===== src/rtl/imem_boot_sequencer_pkg.sv =====
// rtl/imem_boot_sequencer_pkg.sv - shared boot sequencer states, stride and hold default
package imem_boot_sequencer_pkg;

    typedef enum logic [1:0] {
        ST_IDLE = 2'd0,
        ST_LOAD = 2'd1,
        ST_HOLD = 2'd2,
        ST_RUN  = 2'd3
    } boot_state_e;

    localparam int unsigned BYTE_STRIDE         = 4;
    localparam int unsigned HOLD_CYCLES_DEFAULT = 4;

    function automatic logic [31:0] word_to_byte_addr(input logic [7:0] idx);
        return 32'(idx) * BYTE_STRIDE;
    endfunction

endpackage


===== src/rtl/imem_boot_sequencer_hold_timer.sv =====
// rtl/imem_boot_sequencer_hold_timer.sv - countdown that times the CPU reset hold
module boot_hold_timer
    import imem_boot_sequencer_pkg::*;
#(
    parameter int unsigned CYCLES = HOLD_CYCLES_DEFAULT
) (
    input  logic clk,
    input  logic rst,
    input  logic load,
    input  logic cnt_en,
    output logic expired
);

    logic [3:0] cnt;

    always_ff @(posedge clk or negedge rst) begin
        if (!rst) begin
            cnt <= 4'd0;
        end else if (load) begin
            cnt <= 4'(CYCLES);
        end else if (cnt_en && cnt != 4'd0) begin
            cnt <= cnt - 4'd1;
        end
    end

    // Flags the final hold cycle so the FSM leaves HOLD on this edge.
    assign expired = (cnt == 4'd1);

endmodule


===== src/rtl/imem_boot_sequencer.sv =====
// rtl/imem_boot_sequencer.sv - streams a program into CPU instruction memory, then releases reset
module imem_boot_sequencer
    import imem_boot_sequencer_pkg::*;
#(
    parameter int unsigned MEM_WORDS   = 64,
    parameter int unsigned HOLD_CYCLES = HOLD_CYCLES_DEFAULT
) (
    input  logic        clk,
    input  logic        rst,
    input  logic        start,
    input  logic        load_valid,
    input  logic [31:0] load_data,
    input  logic        load_last,
    output logic        load_ready,
    output logic        initialize,
    output logic [31:0] instruction_initialize_data,
    output logic [31:0] instruction_initialize_address,
    output logic        cpu_rst,
    output logic        done,
    output logic        error,
    output logic [7:0]  word_count
);

    boot_state_e state;
    logic        accept;
    logic        last_slot;
    logic        finish;
    logic        hold_expired;

    assign accept    = (state == ST_LOAD) && load_valid && load_ready;
    assign last_slot = (word_count == 8'(MEM_WORDS - 1));
    assign finish    = accept && (load_last || last_slot);

    boot_hold_timer #(
        .CYCLES (HOLD_CYCLES)
    ) u_hold_timer (
        .clk     (clk),
        .rst     (rst),
        .load    (finish),
        .cnt_en  (state == ST_HOLD),
        .expired (hold_expired)
    );

    always_ff @(posedge clk or negedge rst) begin
        if (!rst) begin
            state                          <= ST_IDLE;
            load_ready                     <= 1'b0;
            initialize                     <= 1'b1;
            cpu_rst                        <= 1'b1;
            done                           <= 1'b0;
            error                          <= 1'b0;
            word_count                     <= 8'd0;
            instruction_initialize_data    <= 32'd0;
            instruction_initialize_address <= 32'd0;
        end else begin
            case (state)
                ST_IDLE: begin
                    if (start) begin
                        state                          <= ST_LOAD;
                        load_ready                     <= 1'b1;
                        word_count                     <= 8'd0;
                        instruction_initialize_address <= 32'd0;
                    end
                end
                ST_LOAD: begin
                    if (accept) begin
                        instruction_initialize_data    <= load_data;
                        instruction_initialize_address <= word_to_byte_addr(word_count);
                        if (word_count != 8'(MEM_WORDS))
                            word_count <= word_count + 8'd1;
                        if (finish) begin
                            state      <= ST_HOLD;
                            load_ready <= 1'b0;
                            // Filling the last slot without a last marker means the program overflowed.
                            if (!load_last)
                                error <= 1'b1;
                        end
                    end
                end
                ST_HOLD: begin
                    if (hold_expired) begin
                        state      <= ST_RUN;
                        initialize <= 1'b0;
                        cpu_rst    <= 1'b0;
                        done       <= 1'b1;
                    end
                end
                ST_RUN: begin
                    if (start) begin
                        state                          <= ST_LOAD;
                        load_ready                     <= 1'b1;
                        initialize                     <= 1'b1;
                        cpu_rst                        <= 1'b1;
                        done                           <= 1'b0;
                        error                          <= 1'b0;
                        word_count                     <= 8'd0;
                        instruction_initialize_address <= 32'd0;
                    end
                end
                default: state <= ST_IDLE;
            endcase
        end
    end

endmodule

===== config.mk =====
export PLATFORM = sky130hd
export DESIGN_NAME = imem_boot_sequencer
export DESIGN_NICKNAME = d
export VERILOG_FILES = /design/src/rtl/imem_boot_sequencer_pkg.sv /design/src/rtl/imem_boot_sequencer_hold_timer.sv /design/src/rtl/imem_boot_sequencer.sv
export SDC_FILE = /design/constraint.sdc
export NUM_CORES = 1
export LEC_CHECK = 0
export ABC_CLOCK_PERIOD_IN_PS = 2600
export CAP_MARGIN = 20
export CORE_UTILIZATION = 45
export CTS_BUF_LIST = sky130_fd_sc_hd__clkbuf_4
export CTS_CLUSTER_SIZE = 10
export DETAILED_ROUTE_END_ITERATION = 10
export GPL_TIMING_DRIVEN = 1
export PLACE_DENSITY = 0.83
export REMOVE_ABC_BUFFERS = 1
export SYNTH_ARGS = -nofsm -noshare
export SYNTH_HDL_FRONTEND = slang
export SYNTH_SLANG_ARGS = --single-unit
export TNS_END_PERCENT = 5

===== constraint.sdc =====
create_clock -name clk -period 2.6 [get_ports clk]
set_input_delay 0.52 -clock clk [delete_from_list [all_inputs] [get_ports clk]]
set_output_delay 0.52 -clock clk [all_outputs]
set_load 0.01 [all_outputs]

**Word-level counts from Yosys, hierarchy flattened**

Cells that the tools add are included.
W data, S select, Z words.

- Register bits after elaboration: 82
- Latch bits: 0
- Memory bits (writable): 0
- ROM bits: 0
- Output and inout port bits: 77
- Logic and storage cells: 70
- Memories: 0

- Add/sub/neg operators: 2
- Multiply operators: 0
- Divide/modulo/power cells: 0
- $lt $le $gt $ge: 0
- Equality and inequality tests: 13
- Shifts and indexed selects: 0
- Muxes and demuxes: 27
- Bitwise operators: 0
- Reduce and logical (&&, ||, !) cells: 19

Operator list:

| kind | number |
|---|---|
| $mux W32 | 2 |
| $pmux W32 S2 | 1 |
| $mux W8 | 3 |
| $pmux W8 S2 | 1 |
| $reduce_and A4 Y1 | 3 |
| $ne A2 B2 Y1 const B | 5 |
| $mux W1 | 9 |
| $add A8 B1 Y8 const B | 1 |
| $eq A8 B6 Y1 const B | 1 |
| $mux W2 | 4 |
| $mux W4 | 2 |
| $ne A8 B7 Y1 const B | 1 |
| $pmux W1 S2 | 4 |
| $reduce_bool A2 Y1 | 4 |
| $pmux W2 S3 | 1 |
| $reduce_and A3 Y1 | 2 |
| $reduce_and A5 Y1 | 1 |
| $eq A2 B2 Y1 const B | 2 |
| $eq A4 B1 Y1 const B | 1 |
| $logic_and A1 B1 Y1 | 4 |
| $ne A2 B1 Y1 const B | 2 |
| $reduce_bool A4 Y1 | 1 |
| $sub A4 B1 Y4 const B | 1 |
| $eq A2 B1 Y1 const B | 1 |
| other kinds (4) | 4 |

**Depth between registers and ports, before layout**

- Depth after elaboration: 7
- Depth in mapped cells: 8
- Gate-level depth less buffers: 6

**By module**

Synthesis repeated with hierarchy kept, for this count alone.

- Cell total of the unflattened synthesis: 240
- Area, all modules: 2,861.5 sq um

By module, submodules not included:

| module | instances | cells each | area each (sq um) |
|---|---|---|---|
| imem_boot_sequencer | 1 | 217 | 2,621.3 |
| boot_hold_timer | 1 | 23 | 240.2 |

**Worst setup path after synthesis**

No wires, ideal clock.

- Kind: reg-to-reg
- From: register state[0]
- To: register word_count[6]
- Library setup time: 126 ps
- Arrival time: 1,750 ps
- Slack: 724 ps
- Stages on the path, launching flop included: 9
- Path through: dfrtp_1 > inv_1 > ha_1 > clkbuf_2 > nor2_1 > a41o_1 > buf_6 > or2_1 > a221o_1

- Cells in the longest elaborated chain, start to end: 5

RTL lines:

| what | line | RTL |
|---|---|---|
| start: declaration | imem_boot_sequencer.sv:24 | `boot_state_e state;` |
| start signal: assignment | imem_boot_sequencer.sv:46 | `state <= ST_IDLE;` |
| start signal: assignment | imem_boot_sequencer.sv:59 | `state <= ST_LOAD;` |
| start signal: assignment | imem_boot_sequencer.sv:72 | `state <= ST_HOLD;` |
| $eq A2 B1 Y1 | imem_boot_sequencer.sv:30, imem_boot_sequencer.sv:56 |  |
| $logic_and A1 B1 Y1 (2 in a row) | imem_boot_sequencer.sv:30 | `assign accept = (state == ST_LOAD) && load_valid && load_ready;` |
| $ne A2 B2 Y1 (no source line) | n/a |  |
| $reduce_and A4 Y1 (no source line) | n/a |  |
| end signal: assignment | imem_boot_sequencer.sv:70 | `word_count <= word_count + 8'd1;` |
| end: declaration | imem_boot_sequencer.sv:21 | `output logic [7:0] word_count` |

Several ways; a longest one is shown, not always the timed one.
A chain may end at the register's enable or synchronous reset.

**Worst setup path after layout**

- From: register state[0]
- To: register word_count[4]

Same word-level chain as after synthesis.

==> impl_metrics.tcl <==
set metrics [dict create \
    yosys-top-cells-area "dfrtp_1 (50%), mux2_2 (13%), buf_4 (6.9%)" \
    fin_cells 416 \
    grt_max_degree 34 \
    viasPerCell 5.00 \
    cts_resized 0 \
    htreeDepth 3 \
    final_cell_mix "clkdlybuf4s50_1 (88), dfrtp_1 (57), mux2_2 (34), conb_1 (24), inv_1 (16)" \
    place_congestion 0.807 \
    tightest_slew_ns 0.598 \
    stdcell_area_mm2 0.00382 \
    swShare_pct 36.7 \
    ant_nets 0 \
    drtIter0Drc 64 \
    maxSlewViolCount 0 \
    p_switching_mw 1.61 \
    grt-ovfl-total 0 \
    outcome "finished, final reports clean" \
    setup.worst_path.class "flip-flop to flip-flop" \
    dp_slack_ns 0.256 \
    portBuffers 89 \
    area_growth_pct 34.1 \
    clock_sinks 58 \
    post_cts_buffers 0 \
    setup_viol 0 \
    ir_drop_uv 675 \
    yosysTopAreaCell "dfrtp_1" \
    whs_ns 0.139 \
    critPathLaunchType "flip-flop" \
    fin_nets 381 \
    relSlewSlack_pct 60.1 \
    syn_inst 246 \
    grt_pass1_wl_um 9160 \
    p_clk_share_pct 11.9 \
    p_leak_nw 1.66 \
    postCtsHoldBufs 0 \
    dp_cells 400 \
    fin_crit_ns 2.16 \
    hp-class "input port to asynchronous set/reset pin" \
    worstPathRequired_ns 2.88 \
    final_common_cell "clkdlybuf4s50_1" \
    ys_warn_count 0 \
    setup_tns_ns 0 \
    die_x_um 81.6 \
    dpl_cell_area_mm2 0.00371 \
    io_pins 114 \
    hold_viol_final 0 \
    pwr-share-comb_pct 52.1 \
    rsz0062_at_grt "false" \
    clk_path_buf_depth 2 \
    wl_per_cell_um 14.3 \
    num_vias 2078 \
    start_util_pct 47.3 \
    dr.pass1.iters 4 \
    path_max_fanout 18 \
    intPower_mw 2.78 \
    fp-row-count 28 \
    core_area_mm2 0.00603 \
    synth_cell_types 45 \
    clock_skew_ns 0.00761 \
    clock.fmax_mhz 464 \
    setup_slack_ns 0.444 \
    fin_util_pct 63.4 \
    drc 0 \
    maxCapViolCount 0 \
    die_area_mm2 0.00665 \
    n_antenna_cell 0 \
    period_share_pct 82.9 \
    root_buffer "clkbuf_4" \
    p_per_area_mw_per_mm2 1150 \
    wirelength_um 5970 \
    drive_gt1_share_pct 18.5 \
    cts_tree "built" \
    syn_area_mm2 0.00285 \
    clkLatencyLatePin_ns 0.37 \
    hpwlAfterDp_um 4470 \
    cts_made_buffers 9 \
    grt_usage_pct 18.7 \
    die_height_um 81.6 \
    synth_top_area_share_pct 50.1 \
    antenna_found_initial 0 \
    pwr-share-seq_pct 35.9 \
    fin_total_pwr_mw 4.39 \
    grt_pass1_vias 1940 \
    cts.clk_slew.worst_paths_ns 0.09 \
    seq_area_frac_synth_pct 51.0 \
    crit_arrival_ns 2.44 \
    avgSynthCellArea_um2 11.6 \
    cp-end-kind "flip-flop" \
    ys_seq_elements 58 \
]
## metal layers
layer / global-route usage, % / vias to the layer above / share of wire (%)
li1: - / 998 / -
met1: 24.3 / 989 / 44
met2: 29.2 / 85 / 48
met3: 4.22 / 6 / 7.0
met4: 9.64 / 0 / 1.6
met5: 0 / - / 0
## state kept, by name (all words and copies together), names as in the netlist
register	cells
instruction_initialize_data	32
instruction_initialize_address	8
word_count	8
u_hold_timer.cnt	4
state	2
cpu_rst	1
done	1
error	1
load_ready	1
## cell usage after synthesis (all sizes together)
cell     number
a211oi        2
a21oi         6
a221o         2
a22o          1
a2bb2oi       1
a31oi         1
a41o          1
and3          3
buf          33
clkbuf        5
conb          1
dfrtp        57
dfstp         1
ha            8
inv          16
mux2         34
mux2i         3
nand2         4
nand2b        1
nand3         6
nand4         1
nand4bb       1
nor2         13
nor2b         2
nor4          1
nor4b         2
o211ai        1
o21ai        17
o21ba         1
o22ai         1
o31ai         7
o41ai         6
or2           1
or3           2
or3b          1
or4           1
xnor2         2
## path summary, 6_finish.rpt
path	from	to	slack [ns]	cells after the start
max	state[0]	word_count[4]	0.44	5
min	rst	instruction_initialize_address[6]	0.14	1
max reg2reg	state[0]	word_count[4]	0.44	5
min reg2reg	instruction_initialize_data[20]	instruction_initialize_data[20]	0.51	1
max in group asynchronous	rst	instruction_initialize_data[0]	1.87	2
min in group clk	instruction_initialize_data[20]	instruction_initialize_data[20]	0.51	1
## power by group through the flow
stage	clock [mW]	sequential (mW)	combinational (mW)
after floorplan	0	1.71	1.07
after global placement	0	1.57	2.23
after detailed placement	0	1.60	2.30
after CTS	0.551	1.58	2.30
after global routing	0.588	1.63	2.49
final	0.524	1.58	2.29
## final cells by class
class / count / area [µm²]
Clock buffer: 12 / 90.1
Sequential cell: 58 / 1450
Timing Repair Buffer: 94 / 936
Multi-Input combinational cell: 157 / 1170
Tap cell: 75 / 93.8
Inverter: 16 / 60.1
Clock inverter: 4 / 18.8
Fill cell: 488 / 2210
## critical path: stages, from the launching register on
cell and delay [ns]:
dfrtp_1 0.42, inv_1 0.08, ha_1 0.42, a22o_1 0.45
or3_4 0.49, o31ai_2 0.19
## kinds of logic after synthesis
kind of cell	count (synthesis)	share of synthesized area, %
compound gates	47	11.5
xor+xnor	2	0.615
fa+ha+maj	8	3.52
buf+inv	54	11.1
flops	58	51.0
mux	37	14.5
other cells	1	0.132
simple gates	39	7.65
(Power assumes the default switching activity.)
